File: src/rtl/fdiv_seq_s.sv
// Sequential IEEE-754 binary32 divider using restoring radix-2 iteration and all five rounding modes.
// Latency: 28 cycles from the sampling edge for finite operands, 1 cycle for special operands.
// Backpressure: none. start_i is ignored while busy_o=1, and a new op can start in the cycle that done_o is high.
// Ports: clk/rstLow clock and async reset; rs1_i/rs2_i/frm_i operands and rounding mode;
//        start_i request; c_o/fflags_o registered result {NV,DZ,OF,UF,NX}; busy_o, done_o status.
module fdiv_seq_s (
    input  logic        clk,
    input  logic        rstLow,
    input  logic [31:0] rs1_i,
    input  logic [31:0] rs2_i,
    input  logic [2:0]  frm_i,
    input  logic        start_i,
    output logic [31:0] c_o,
    output logic [4:0]  fflags_o,
    output logic        busy_o,
    output logic        done_o
);

    typedef enum logic [1:0] {IDLE, NORM, ITER, ROUND} state_t;

    state_t state, state_nxt;

    logic [31:0]        a_q, b_q;
    logic [2:0]         frm_q;
    logic [25:0]        rem_q;
    logic [23:0]        div_q;
    logic [25:0]        quo_q;
    logic signed [11:0] exp_q;
    logic [4:0]         cnt_q;

    // FSM control strobes
    logic load_op, ld_spec, ld_norm, iter_en, fin;

    // ---------------------------------------------------------------
    // Operand classification and special-case result (NORM)
    // ---------------------------------------------------------------
    logic        sgn;
    logic [7:0]  ea, eb;
    logic [22:0] fa, fb;
    logic        a_nan, b_nan, a_inf, b_inf, a_zero, b_zero;
    logic        spec_hit;
    logic [31:0] spec_res;
    logic [4:0]  spec_flags;

    assign sgn = a_q[31] ^ b_q[31];
    assign ea  = a_q[30:23];
    assign eb  = b_q[30:23];
    assign fa  = a_q[22:0];
    assign fb  = b_q[22:0];

    always_comb begin
        a_nan  = (ea == 8'hFF) && (fa != 23'd0);
        b_nan  = (eb == 8'hFF) && (fb != 23'd0);
        a_inf  = (ea == 8'hFF) && (fa == 23'd0);
        b_inf  = (eb == 8'hFF) && (fb == 23'd0);
        a_zero = (ea == 8'd0) && (fa == 23'd0);
        b_zero = (eb == 8'd0) && (fb == 23'd0);

        spec_hit   = 1'b1;
        spec_res   = 32'h7FC0_0000;
        spec_flags = 5'b10000;
        if (a_nan || b_nan) begin
            spec_res   = 32'h7FC0_0000;
            spec_flags = 5'b10000;
        end else if ((a_zero && b_zero) || (a_inf && b_inf)) begin
            spec_res   = 32'h7FC0_0000;
            spec_flags = 5'b10000;
        end else if (frm_q > 3'd4) begin
            spec_res   = 32'h7FC0_0000;
            spec_flags = 5'b10000;
        end else if (b_zero && !a_inf) begin
            spec_res   = {sgn, 31'h7F80_0000};
            spec_flags = 5'b01000;
        end else if (a_inf) begin
            spec_res   = {sgn, 31'h7F80_0000};
            spec_flags = 5'b00000;
        end else if (a_zero || b_inf) begin
            spec_res   = {sgn, 31'h0};
            spec_flags = 5'b00000;
        end else begin
            spec_hit   = 1'b0;
        end
    end

    // ---------------------------------------------------------------
    // Significand normalization and exponent difference (NORM)
    // ---------------------------------------------------------------
    function automatic logic [4:0] lzc24(input logic [23:0] v);
        logic [4:0] lz;
        logic       found;
        lz    = 5'd0;
        found = 1'b0;
        for (int i = 23; i >= 0; i--) begin
            if (!found) begin
                if (v[i]) found = 1'b1;
                else      lz    = lz + 5'd1;
            end
        end
        return lz;
    endfunction

    logic [23:0]        ma_raw, mb_raw, ma_n, mb_n;
    logic [4:0]         lza, lzb;
    logic [7:0]         ea_adj, eb_adj;
    logic signed [11:0] ea_x, eb_x, exp_diff;

    always_comb begin
        ma_raw   = {(ea != 8'd0), fa};
        mb_raw   = {(eb != 8'd0), fb};
        lza      = lzc24(ma_raw);
        lzb      = lzc24(mb_raw);
        ma_n     = ma_raw << lza;
        mb_n     = mb_raw << lzb;
        // Subnormals share exponent 1 with the smallest normal; the bias cancels in the difference.
        ea_adj   = (ea == 8'd0) ? 8'd1 : ea;
        eb_adj   = (eb == 8'd0) ? 8'd1 : eb;
        ea_x     = $signed({4'b0, ea_adj}) - $signed({7'b0, lza});
        eb_x     = $signed({4'b0, eb_adj}) - $signed({7'b0, lzb});
        exp_diff = ea_x - eb_x;
    end

    // ---------------------------------------------------------------
    // One restoring quotient bit per cycle (ITER)
    // ---------------------------------------------------------------
    logic        q_bit;
    logic [25:0] rem_nxt;

    always_comb begin
        q_bit   = (rem_q >= {2'b00, div_q});
        rem_nxt = (q_bit ? (rem_q - {2'b00, div_q}) : rem_q) << 1;
    end

    // ---------------------------------------------------------------
    // Normalize, denormalize, round, pack (ROUND)
    // ---------------------------------------------------------------
    logic [23:0]        m, m2;
    logic               g, s, g2, s2, inc, denorm, ovf, nx;
    logic signed [11:0] be, sh_full;
    logic [4:0]         sh;
    logic [50:0]        ext;
    logic [7:0]         exp_base;
    logic [30:0]        packed_v, rounded;
    logic [31:0]        rnd_res, ovf_res;
    logic [4:0]         rnd_flags;

    always_comb begin
        // Quotient lies in (0.5, 2): shift once when the integer bit is clear.
        if (quo_q[25]) begin
            m  = quo_q[25:2];
            g  = quo_q[1];
            s  = quo_q[0] | (|rem_q);
            be = exp_q + 12'sd127;
        end else begin
            m  = quo_q[24:1];
            g  = quo_q[0];
            s  = |rem_q;
            be = exp_q + 12'sd126;
        end

        // Tiny results shift right into the subnormal field; anything past 26 places is pure sticky.
        denorm  = (be < 12'sd1);
        sh_full = 12'sd1 - be;
        sh      = 5'd0;
        if (denorm) sh = (sh_full > 12'sd26) ? 5'd26 : sh_full[4:0];
        ext     = {m, g, 26'b0} >> sh;
        m2      = ext[50:27];
        g2      = ext[26];
        s2      = s | (|ext[25:0]);

        case (frm_q)
            3'd0:    inc = g2 & (s2 | m2[0]);
            3'd2:    inc = sgn & (g2 | s2);
            3'd3:    inc = ~sgn & (g2 | s2);
            3'd4:    inc = g2;
            default: inc = 1'b0;
        endcase

        // The hidden bit adds one back into the exponent field; a rounding carry out of
        // the mantissa renormalizes by propagating into the exponent the same way.
        exp_base = denorm ? 8'd0 : (be[7:0] - 8'd1);
        packed_v = {exp_base, 23'b0} + {7'b0, m2};
        rounded  = packed_v + {30'b0, inc};

        ovf = (be > 12'sd254) || (rounded[30:23] == 8'hFF);
        nx  = g2 | s2 | ovf;

        case (frm_q)
            3'd1:    ovf_res = {sgn, 31'h7F7F_FFFF};
            3'd2:    ovf_res = sgn ? 32'hFF80_0000 : 32'h7F7F_FFFF;
            3'd3:    ovf_res = sgn ? 32'hFF7F_FFFF : 32'h7F80_0000;
            default: ovf_res = {sgn, 31'h7F80_0000};
        endcase

        if (ovf) begin
            rnd_res   = ovf_res;
            rnd_flags = 5'b00101;
        end else begin
            rnd_res   = {sgn, rounded};
            rnd_flags = {3'b000, (rounded[30:23] == 8'd0) && nx, nx};
        end
    end

    // ---------------------------------------------------------------
    // FSM
    // ---------------------------------------------------------------
    always_ff @(posedge clk or negedge rstLow) begin
        if (!rstLow) state <= IDLE;
        else         state <= state_nxt;
    end

    always_comb begin
        state_nxt = state;
        load_op   = 1'b0;
        ld_spec   = 1'b0;
        ld_norm   = 1'b0;
        iter_en   = 1'b0;
        fin       = 1'b0;
        case (state)
            IDLE: begin
                if (start_i) begin
                    load_op   = 1'b1;
                    state_nxt = NORM;
                end
            end
            NORM: begin
                if (spec_hit) begin
                    ld_spec   = 1'b1;
                    state_nxt = IDLE;
                end else begin
                    ld_norm   = 1'b1;
                    state_nxt = ITER;
                end
            end
            ITER: begin
                iter_en = 1'b1;
                if (cnt_q == 5'd25) state_nxt = ROUND;
            end
            ROUND: begin
                fin       = 1'b1;
                state_nxt = IDLE;
            end
            default: state_nxt = IDLE;
        endcase
    end

    assign busy_o = (state != IDLE);

    // ---------------------------------------------------------------
    // Datapath registers
    // ---------------------------------------------------------------
    always_ff @(posedge clk or negedge rstLow) begin
        if (!rstLow) begin
            a_q      <= 32'd0;
            b_q      <= 32'd0;
            frm_q    <= 3'd0;
            rem_q    <= 26'd0;
            div_q    <= 24'd0;
            quo_q    <= 26'd0;
            exp_q    <= 12'sd0;
            cnt_q    <= 5'd0;
            c_o      <= 32'd0;
            fflags_o <= 5'd0;
            done_o   <= 1'b0;
        end else begin
            done_o <= ld_spec | fin;
            if (load_op) begin
                a_q   <= rs1_i;
                b_q   <= rs2_i;
                frm_q <= frm_i;
            end
            if (ld_norm) begin
                rem_q <= {2'b00, ma_n};
                div_q <= mb_n;
                quo_q <= 26'd0;
                exp_q <= exp_diff;
                cnt_q <= 5'd0;
            end
            if (iter_en) begin
                rem_q <= rem_nxt;
                quo_q <= {quo_q[24:0], q_bit};
                cnt_q <= (cnt_q == 5'd25) ? 5'd0 : cnt_q + 5'd1;
            end
            if (ld_spec) begin
                c_o      <= spec_res;
                fflags_o <= spec_flags;
            end
            if (fin) begin
                c_o      <= rnd_res;
                fflags_o <= rnd_flags;
            end
        end
    end

endmodule

File: config.mk
export PLATFORM = sky130hd
export DESIGN_NAME = fdiv_seq_s
export DESIGN_NICKNAME = d
export VERILOG_FILES = /design/src/rtl/fdiv_seq_s.sv
export SDC_FILE = /design/constraint.sdc
export NUM_CORES = 1
export LEC_CHECK = 0
export BUFFER_PORTS_ARGS = -buffer_cell sky130_fd_sc_hd__buf_4
export CORE_MARGIN = 10
export CORE_UTILIZATION = 39
export CTS_CLUSTER_DIAMETER = 200
export DETAILED_ROUTE_END_ITERATION = 16
export PLACE_DENSITY_LB_ADDON = 0.2
export SLEW_MARGIN = 30
export SYNTH_ARGS = -nofsm -noshare
export SYNTH_HDL_FRONTEND = slang
export SYNTH_SLANG_ARGS = --single-unit
File: constraint.sdc
create_clock -name clk -period 33.6 [get_ports clk]
set_clock_uncertainty 0.05 [all_clocks]
set_input_delay 1.68 -clock clk [delete_from_list [all_inputs] [get_ports clk]]
set_output_delay 1.68 -clock clk [all_outputs]
set_load 0.02 [all_outputs]
Word level (Yosys, flattened, before mapping)
Index checks and enable logic that the tools add are counted.
- add/subtract/negate cells: 57
- magnitude comparators: 5
- equality and inequality tests: 13
- shift operators: 3
- mux-type cells: 241
- bitwise gates (word level): 11
- reduce and logical (&&, ||, !) cells: 32
- operator list (cell ; count):
    two-way mux 5 bit ; 105
    two-way mux 32 bit ; 11
    adder 5 x 1 -> 5 bit (second input constant) ; 47
    two-way mux 1 bit ; 108
    two-way mux 26 bit ; 4
    case mux 32 bit (3 select lines) ; 1
    OR reduction 26 bit ; 2
    >> shifter 51 x 5 -> 51 bit ; 1
    << shifter 24 x 5 -> 24 bit ; 2
    zero test 23 bit ; 2
    nonzero test 23 bit ; 2
    adder 31 x 1 -> 31 bit ; 1
    adder 31 x 24 -> 31 bit ; 1
    >= comparator 26 x 24 -> 1 bit ; 1
    two-way mux 25 bit ; 1
    subtractor 25 x 24 -> 25 bit ; 1
    adder 12 x 8 -> 12 bit (second input constant) ; 2
    == test 8 bit (second input constant) ; 3
    zero test 8 bit ; 3
    two-way mux 24 bit ; 1
    two-way mux 8 bit ; 3
    subtractor 8 x 5 -> 9 bit ; 2
    nonzero test 8 bit ; 2
    > comparator 12 x 6 -> 1 bit (second input constant) ; 1
    29 further kinds ; 55
- register bits after elaboration: 200
- bits of input ports: 70
- word-level logic and storage cells: 374

Longest topological paths before layout
Gate-level depths: netlist of the first run.
- depth after elaboration: 74
- depth in mapped cells: 82
- depth with buffers taken out: 81

Least setup slack after synthesis of the first run
OpenSTA, ideal clock, no wires.
- path kind: flip-flop to flip-flop
- from: register a_q[24]
- to: register exp_q[7]
- arrival: 14326 ps
- required time: 33418 ps
- setup slack: 19092 ps
- stages on the path, launching flop included: 80
- clock period less this slack: 14508 ps
- cells stage by stage: dfrtp_1 > or4_1 > nor3_1 > nand2_1 > inv_1 > ha_1 > nor2_1 > nor2_1 > ha_1 > or3_1 > a31oi_1 > nor2_1 > ha_1 > nor2_1 > a311oi_1 > o21ai_0 > inv_1 > ha_1 > [... 44 more ...] > mux2_2 > inv_1 > clkbuf_1 > clkbuf_1 > buf_1 > ha_1 > nor2b_1 > o21ai_0 > nand2b_1 > xor2_1 > ha_1 > a21o_1 > a21o_1 > a21o_1 > a21o_1 > or2_2 > nand3_1 > o21ai_0
- cells in the longest elaborated chain, start to end: 73
- elaborated cells between the ends (all ways): 117
- ends and longest elaborated chain (element ; line ; text):
    start: declaration ; 23 ; logic [31:0] a_q, b_q;
    start signal: assignment ; 267 ; a_q <= rs1_i;
    nonzero test 8 bit ; 108 ; ma_raw = {(ea != 8'd0), fa};
    two-way mux 1 bit ; 95 ; if (v[i]) found = 1'b1;
    adder 5 x 1 -> 5 bit ; 96 ; else lz = lz + 5'd1;
    two-way mux 5 bit ; 95 ;
    two-way mux 5 bit ; 94 ; if (!found) begin
    adder 5 x 1 -> 5 bit ; 96 ;
    two-way mux 5 bit ; 95 ;
    two-way mux 5 bit ; 94 ;
    [... 57 more ...] ; -- ;
    adder 5 x 1 -> 5 bit ; 96 ;
    two-way mux 5 bit ; 95 ;
    two-way mux 5 bit ; 94 ;
    adder 5 x 1 -> 5 bit ; 96 ;
    two-way mux 5 bit ; 95 ;
    two-way mux 5 bit ; 94 ;
    subtractor 8 x 5 -> 9 bit ; 117 ; ea_x = $signed({4'b0, ea_adj}) - $signed({7'b0, lza});
    subtractor 9 x 9 -> 10 bit ; 119 ; exp_diff = ea_x - eb_x;
    end signal: assignment ; 275 ; exp_q <= exp_diff;
    end: declaration ; 28 ; logic signed [11:0] exp_q;
Parallel ways exist; a longest one is shown, timed or not.
A chain may end at the register's enable or synchronous reset.

Worst setup path after layout of the first run
- from: register a_q[24]
- to: register exp_q[8]
The elaborated chain is that of the path after synthesis.

==> summary.txt, run 1 <==
Outcome
  • Status: finished, final reports clean

Placement
  • Routability-driven placement congestion ratio: 0.915
  • DP Wirelength: 54.3 mm
  • Placed cells: approximately 3400
  • Port-buffer cells: ~110

Power
  • Internal: 1030 uW
  • Net Sw Frac: approximately 54%
  • Combinational fraction of design power: about two thirds
  • Power per cell area: approximately 97 mW/mm^2
  • NetSw: 1210 uW
  • Maximum VDD drop: about 0.052 mV
  • Seq pwr share: between 20% and 30%
  • P_leak: around 0.0097 uW
  • Clock share of power: under 10%

Route
  • Remaining antenna violation count: 0
  • DRC Markers: 0
  • Pre-antenna DRT Iters: 6
  • Routed wire length: just over 70 mm
  • DR vias: 21000
  • Vias/cell: between 6 and 7
  • Wire length per cell after detailed routing: roughly 20 um
  • Iter 0 DRT Violations: roughly 1800

Global route
  • Vias in the first global route: 20400
  • GR peak layer: met2
  • Tot GR Track Use: approximately 22%
  • Largest net degree at the start of global routing: between 70 and 80
  • First-pass GRT wire length: around 110 mm
  • Total gr overflow: 0
  • Met3 global-route usage: under 10%
  • Initial antenna violation count: 0
  • GRT met2 Usage: 36.0%
  • Grt met1 use: slightly below 30%

Critical path
  • Crit end category: flop
  • CP max stage delay: ~0.60 ns
  • Reg2Reg Capture Point: exp_q[8]
  • Reg-to-reg setup timing slack: ~17 ns
  • CP Class: reg2reg
  • Critical Path Start Type: flop
  • CP arrival: between 15 and 20 ns
  • Worst Path Required: roughly 34 ns
  • Most common cell on crit path: ha_1
  • FF-to-FF path depth: 79
  • Critical Path Slowest Stage Cell: inv_1
  • Crit Reg-Reg Startpoint: a_q[24]
  • Crit Path Max Fanout: 29

Min path
  • Hold path cells: 2
  • Min-Delay Path Class: reg2reg
  • Launch point of the worst hold path: div_q[11]
  • Hold Path Sink: div_q[11]

Layout
  • Final Non-Filler Cells: between 3000 and 4000
  • Fillers: 5532
  • Ratio of cells with drive above 1 in the final layout: 11.0%
  • Area growth, synth to finish: 8.98%
  • Post-layout net count: between 2000 and 3000
  • Antenna diode count: 0

Clock network
  • CTS tree: done
  • Clock-pin transition on the worst setup and hold timing paths: 0.08 ns
  • CTS H-tree lvls: 4
  • CTS resizes: 0
  • CTS sink cnt: about 200
  • Clock buffer depth: 2
  • Inserted Clock Buffers: 17
  • Setup bufs post-CTS: 0
  • Hold buffers post-CTS: 0
  • Skew-Pair Late Insertion Delay: about 0.50 ns
  • Clock root buffer: clkbuf_16

Die
  • IO Pins: 109
  • Die Wd: 254 um
  • Area of the core: 0.0540 sq mm
  • Placement Rows: between 80 and 90
  • Die area: roughly 0.065 sq mm
  • Initial Util: about two fifths
  • Die Ht: between 200 and 300 um

Logic synthesis
  • Asr flop ratio synth: 100%
  • Ys flop type: dfrtp_1
  • Synth area leader: dfrtp_1
  • Syn Inst Count: ~2800
  • Syn Nets: around 3000
  • Synthesized flop and latch total: around 200
  • Ys Warns: 0
  • Area of the mapped netlist: about 0.021 sq mm
  • Yosys cell types: 98
  • Syn avg cell area: slightly below 8 sq um
  • Area contributors post-synth: dfrtp_1 23%, nand2_1 6.0%, ha_1 5.6%
  • Post-synthesis sequential area ratio: between 20% and 30%
  • Number of synthesized flops with an enable pin: 0
  • Synth top area share: a little under a quarter

Timing
  • Final Slew Violations: 0
  • Worst-Margin Slew: about 1.0 ns
  • Final Cycle Share: roughly 48%
  • Setup_tns: 0 ns
  • RSZ-0062 raised after global routing: no
  • Hold Vio Cnt, Final: 0
  • Relative slew slack: between 30% and 40%
  • Tmin final: between 15 and 20 ns
  • Hold Slack: about 0.43 ns
  • Max Fclk: between 60 and 70 MHz
  • Endpoints failing setup: 0

Run
  • Max_cap viols: 0
## routing by layer
metal | vias to the layer above | share of wire, %
met5 | - | 0
met4 | 0 | 2.1
met3 | 87 | 4.8
met2 | 631 | 47
met1 | 10100 | 46
li1 | 10100 | -
## layout make-up
| type | count | area, sq um | share of cell area, % |
|---|---|---|---|
| sequential | 198 | 4950 | 21.3 |
| tap | 696 | 871 | 3.74 |
| clock inverter | 11 | 93.8 | 0.403 |
| clock buffer | 19 | 453 | 1.95 |
| timing repair buffer | 140 | 1060 | 4.56 |
| multi-input combinational | 2272 | 15300 | 65.9 |
| inverter | 131 | 492 | 2.11 |
## power by group through the flow
stage | Combinational [uW] | Sequential [uW] | Clock [uW]
2_1_floorplan | 1130 | 445 | 0
6_report | 1530 | 512 | 206
5_1_grt | 1680 | 532 | 221
4_1_cts | 1510 | 510 | 212
3_3_place_gp | 1490 | 509 | 0
3_5_place_dp | 1500 | 514 | 0
## metrics by stage
step / setup WS, ns / utilization, % / instance area (sq um) / power (uW)
after floorplan: 19.09 / - / 21400 / 1570
after CTS: 17.62 / 43.1 / 23300 / 2230
after global placement: 18.18 / 42.0 / 22700 / 2000
after detailed placement: 17.70 / 42.0 / 22700 / 2020
final: 17.34 / 43.1 / 23300 / 2250
after global routing: 15.85 / 43.1 / 23300 / 2430
## how the worst max path moves through the flow
stage / start / to / slack, ns / depth (start not counted)
after global placement: a_q[24] / exp_q[8] / 18.18 / 79
after detailed placement: a_q[24] / exp_q[8] / 17.70 / 79
after global routing: a_q[24] / exp_q[8] / 15.85 / 79
after CTS: a_q[24] / exp_q[8] / 17.62 / 79
final: a_q[24] / exp_q[8] / 17.34 / 79
after floorplan: a_q[24] / exp_q[7] / 19.09 / 79
## layout by cell type (no fill, tap or decap), types with 15 or more instances in the layout
cell type,count
and3_1,30
ha_1,96
a31oi_1,33
or3_1,32
nand2_1,340
nand2b_1,28
nor2_1,227
nor4_1,25
a22oi_1,17
nor2b_1,45
xor2_1,44
buf_4,138
a21oi_1,170
xnor2_1,118
dfrtp_1,198
inv_1,128
clkbuf_16,17
a211oi_1,34
o31ai_1,31
o22ai_1,17
mux2i_1,82
o21ai_0,208
nand4_1,33
a22o_1,23
a21o_1,34
a32o_1,16
nor3_1,72
xnor3_1,15
o211ai_1,33
nand3_1,75
mux2_2,83
and2_1,27
## synthesized netlist by cell type (all sizes together) (17+ instances only)
library cell  count
o211ai           35
a21o             34
nor3             73
nor2            230
dfrtp           198
nand2b           30
inv             128
o31ai            31
ha               96
xor2             45
a22oi            17
nand2           340
o21ai           214
nor4             27
and2             27
nand4            33
and3             30
xnor2           119
o22ai            17
nand3            75
a31oi            35
mux2             83
buf              33
mux2i            83
or3              33
clkbuf          130
a211oi           36
nor2b            47
a21oi           171
a22o             23
## sequential cells by signal, summed over array words and instances, names as in the netlist, named ones only
register / count
quo_q: 26
a_q: 32
b_q: 32
div_q: 24
exp_q: 10
cnt_q: 5
rem_q: 26
state: 1
done_o: 1
fflags_o: 5
frm_q: 3
c_o: 32
## critical path, delay by kind of cell, from the launching register on
kind	cells	cell delay (ns)
AOI/OAI and AO/OA	26	4.91
xor gates and xnor gates	2	0.29
adders and majority gates	15	4.61
buffers and inverters	6	1.39
DFF	1	0.41
muxes	3	0.65
and+or+nand+nor	27	3.81
## cell families (layout without fill, tap and decap cells)
logic type | Yosys count | after routing | synth area share, %
adders and majority gates | 106 | 106 | 6.28
and+or+nand+nor | 1010 | 1010 | 22.6
buffers and inverters | 294 | 301 | 5.30
DFF | 198 | 198 | 23.2
muxes | 166 | 166 | 8.27
AOI/OAI and AO/OA | 806 | 806 | 25.4
xor gates and xnor gates | 184 | 184 | 8.90
(Power assumes the default switching activity.)
==> run 2, diff against run 1 <==
Clock period 33.6 ns to 15.6 ns, I/O delays scaled along.
==> run 2 against run 1 <==
Wire length increased by 0.90%. Register-to-register slack worse by 17 ns. Cell area is 2.0% higher. Clock-buffer cell count stayed put. Critical path type unchanged.
==> summary.txt, run 2 (synthesis gave the netlist of run 1 again) <==
Layout
  • Most frequent cells in the layout: 338 x nand2_1, 223 x nor2_1, 203 x o21ai_0
  • Post-layout net count: 2958 (+0.96%)
  • Antenna diode count: 0 (unchanged)
  • Area growth, synth to finish: 11.1%
  • Fillers: 5502 (-0.54%)
  • Biggest regs: a_q x32, b_q x32, c_o x32
  • Final Non-Filler Cells: 3497 (+0.87%)
  • Most common cell after layout, fill and taps aside: nand2_1
  • Ratio of cells with drive above 1 in the final layout: 13.3% (+2.3 points)

Route
  • Routed wire length: 71.4 mm (+0.90%)
  • Wire length per cell after detailed routing: 20.4 um (about the same)
  • Vias/cell: 6.06 (+0.13%)
  • Remaining antenna violation count: 0 (unchanged)
  • DR vias: 21200 (+0.99%)
  • DRC Markers: 0 (unchanged)
  • Pre-antenna DRT Iters: 6 (unchanged)
  • Iter 0 DRT Violations: 2038 (+10%)

Die
  • Die Wd: 254 um (unchanged)
  • Die area: 0.0645 sq mm (unchanged)
  • IO Pins: 109 (unchanged)
  • Initial Util: 39.5% (unchanged)
  • Area of the core: 0.0540 sq mm (unchanged)
  • Die Ht: 254 um (unchanged)
  • Placement Rows: 85 (unchanged)

Global route
  • First-pass GRT wire length: 113 mm (-0.25%)
  • Initial antenna violation count: 0 (unchanged)
  • Tot GR Track Use: 21.7% (-0.023 points)
  • Largest net degree at the start of global routing: 82 (+12%)
  • Total gr overflow: 0 (unchanged)
  • Vias in the first global route: 20000 (-2.0%)

Clock network
  • Clock root buffer: clkbuf_16
  • CTS tree: done
  • Clock-pin transition on the worst setup and hold timing paths: 0.08 ns (about the same)
  • Clock buffer depth: 2 (unchanged)
  • Hold buffers post-CTS: 0 (unchanged)
  • CTS H-tree lvls: 4 (unchanged)
  • Skew-Pair Late Insertion Delay: 0.51 ns (about the same)
  • Inserted Clock Buffers: 17 (unchanged)
  • CTS sink cnt: 198 (unchanged)

Power
  • Power per cell area: 206 mW/mm^2 (+110%)
  • NetSw: 2640 uW (+120%)
  • Combinational fraction of design power: 68.3% (+0.3 points)
  • Internal: 2250 uW (+120%)
  • P_leak: 0.00990 uW (+2.0%)
  • Maximum VDD drop: 0.114 mV (+120%)
  • Seq pwr share: 22.5% (-0.3 points)
  • Net Sw Frac: 54.0% (-0.067 points)
  • Clock share of power: 9.2% (about the same)

Timing
  • Final Cycle Share: 95.0% (+47 points)
  • Setup_tns: 0 ns (unchanged)
  • Tmin final: 14.83 ns (-1.43 ns)
  • Relative slew slack: 31.9% (+1.8 points)
  • Hold Vio Cnt, Final: 0 (unchanged)
  • Final Slew Violations: 0 (unchanged)
  • Max Fclk: 67.4 MHz (+9.7%)
  • Endpoints failing setup: 0 (unchanged)
  • Worst-Margin Slew: 1.01 ns (-0.0359 ns)

Placement
  • Port-buffer cells: 108 (unchanged)
  • Routability-driven placement congestion ratio: 0.926 (+1.2%)
  • Placed cells: 3449 (+0.35%)
  • DP Wirelength: 54.7 mm (+0.78%)

Critical path
  • Critical Path Start Type: flop
  • Most common cell on crit path: ha_1
  • Worst Path Required: 15.97 ns (-18.00 ns)
  • CP max stage delay: 0.49 ns (-0.11 ns)
  • Critical Path Slowest Stage Cell: or3_1
  • Crit Path Max Fanout: 6 (-79%)
  • CP arrival: 15.20 ns (-1.43 ns)
  • Crit end category: flop
  • CP Class: reg2reg

Min path
  • Min-Delay Path Class: in2async

Run
  • Max_cap viols: 0 (unchanged)

Outcome
  • Status: finished, final reports clean
==> run 2: layout make-up <==
| cell class | instances | area [sq um] | area share (%) |
|---|---|---|---|
| Clock buffer | 19 | 453 | 1.91 |
| Timing Repair Buffer | 168 | 1270 | 5.37 |
| Inverter | 131 | 492 | 2.07 |
| Multi-Input combinational cell | 2272 | 15600 | 65.6 |
| Tap cell | 696 | 871 | 3.67 |
| Clock inverter | 13 | 115 | 0.485 |
| Sequential cell | 198 | 4960 | 20.9 |
==> run 2: repair_timing <==
action / CTS / global route
endpoints found under the setup margin: 2 / 36
setup buffers: 0 / 16
pin swaps: 0 / 22
gates resized for setup: 3 / 54
==> run 2: path summary, 6_finish.rpt <==
path	to	start	cells after the start	slack, ns
setup / recovery	exp_q[8]	a_q[28]	80	0.77
hold / removal	quo_q[12]	rstLow	1	0.16
setup reg to reg	exp_q[8]	a_q[28]	80	0.77
hold reg to reg	div_q[9]	div_q[9]	2	0.43
max in group asynchronous	exp_q[4]	rstLow	2	14.20
min in group clk	a_q[17]	rs1_i[17]	3	0.42
==> run 2: metal layers <==
metal / part of all wire, % / GRT usage, %
met5: 0 / 0
met4: 1.7 / 5.70
met3: 4.3 / 2.91
met2: 48 / 35.9
met1: 46 / 29.1
==> run 2: per-stage QoR <==
| step | utilization (%) | setup WS (ns) | area (sq um) | hold slack, ns | total power [uW] |
|---|---|---|---|---|---|
| final | 43.9 | 0.772 | 23700 | 0.161 | 4880 |
| after global routing | 43.9 | -0.136 | 23700 | 0.180 | 5280 |
| after CTS | 43.3 | 0.0516 | 23400 | 0.164 | 4820 |
| after detailed placement | 42.2 | -0.0833 | 22800 | 0.417 | 4350 |
| after global placement | 42.2 | 0.000533 | 22800 | 0.415 | 4310 |
| after floorplan | - | 1.09 | 21400 | 0.393 | 3380 |
==> run 2: power groups by stage <==
| stage | Clock [uW] | Combinational, uW | Sequential (uW) |
|---|---|---|---|
| 3_3_place_gp | 0 | 3220 | 1090 |
| 4_1_cts | 464 | 3270 | 1090 |
| 3_5_place_dp | 0 | 3250 | 1100 |
| 5_1_grt | 481 | 3660 | 1140 |
| 2_1_floorplan | 0 | 2430 | 958 |
| 6_report | 450 | 3340 | 1100 |
==> run 2: worst max-delay path: cells and delay by family, from the launching register on <==
| family | cells | cell delay, ns |
|---|---|---|
| AO/OA/AOI/OAI | 26 | 4.10 |
| XOR/XNOR | 4 | 0.65 |
| adder cells (fa/ha/maj) | 15 | 4.24 |
| buffers and inverters | 5 | 0.56 |
| flip-flops | 1 | 0.43 |
| multiplexers | 2 | 0.41 |
| AND/OR/NAND/NOR | 28 | 4.28 |
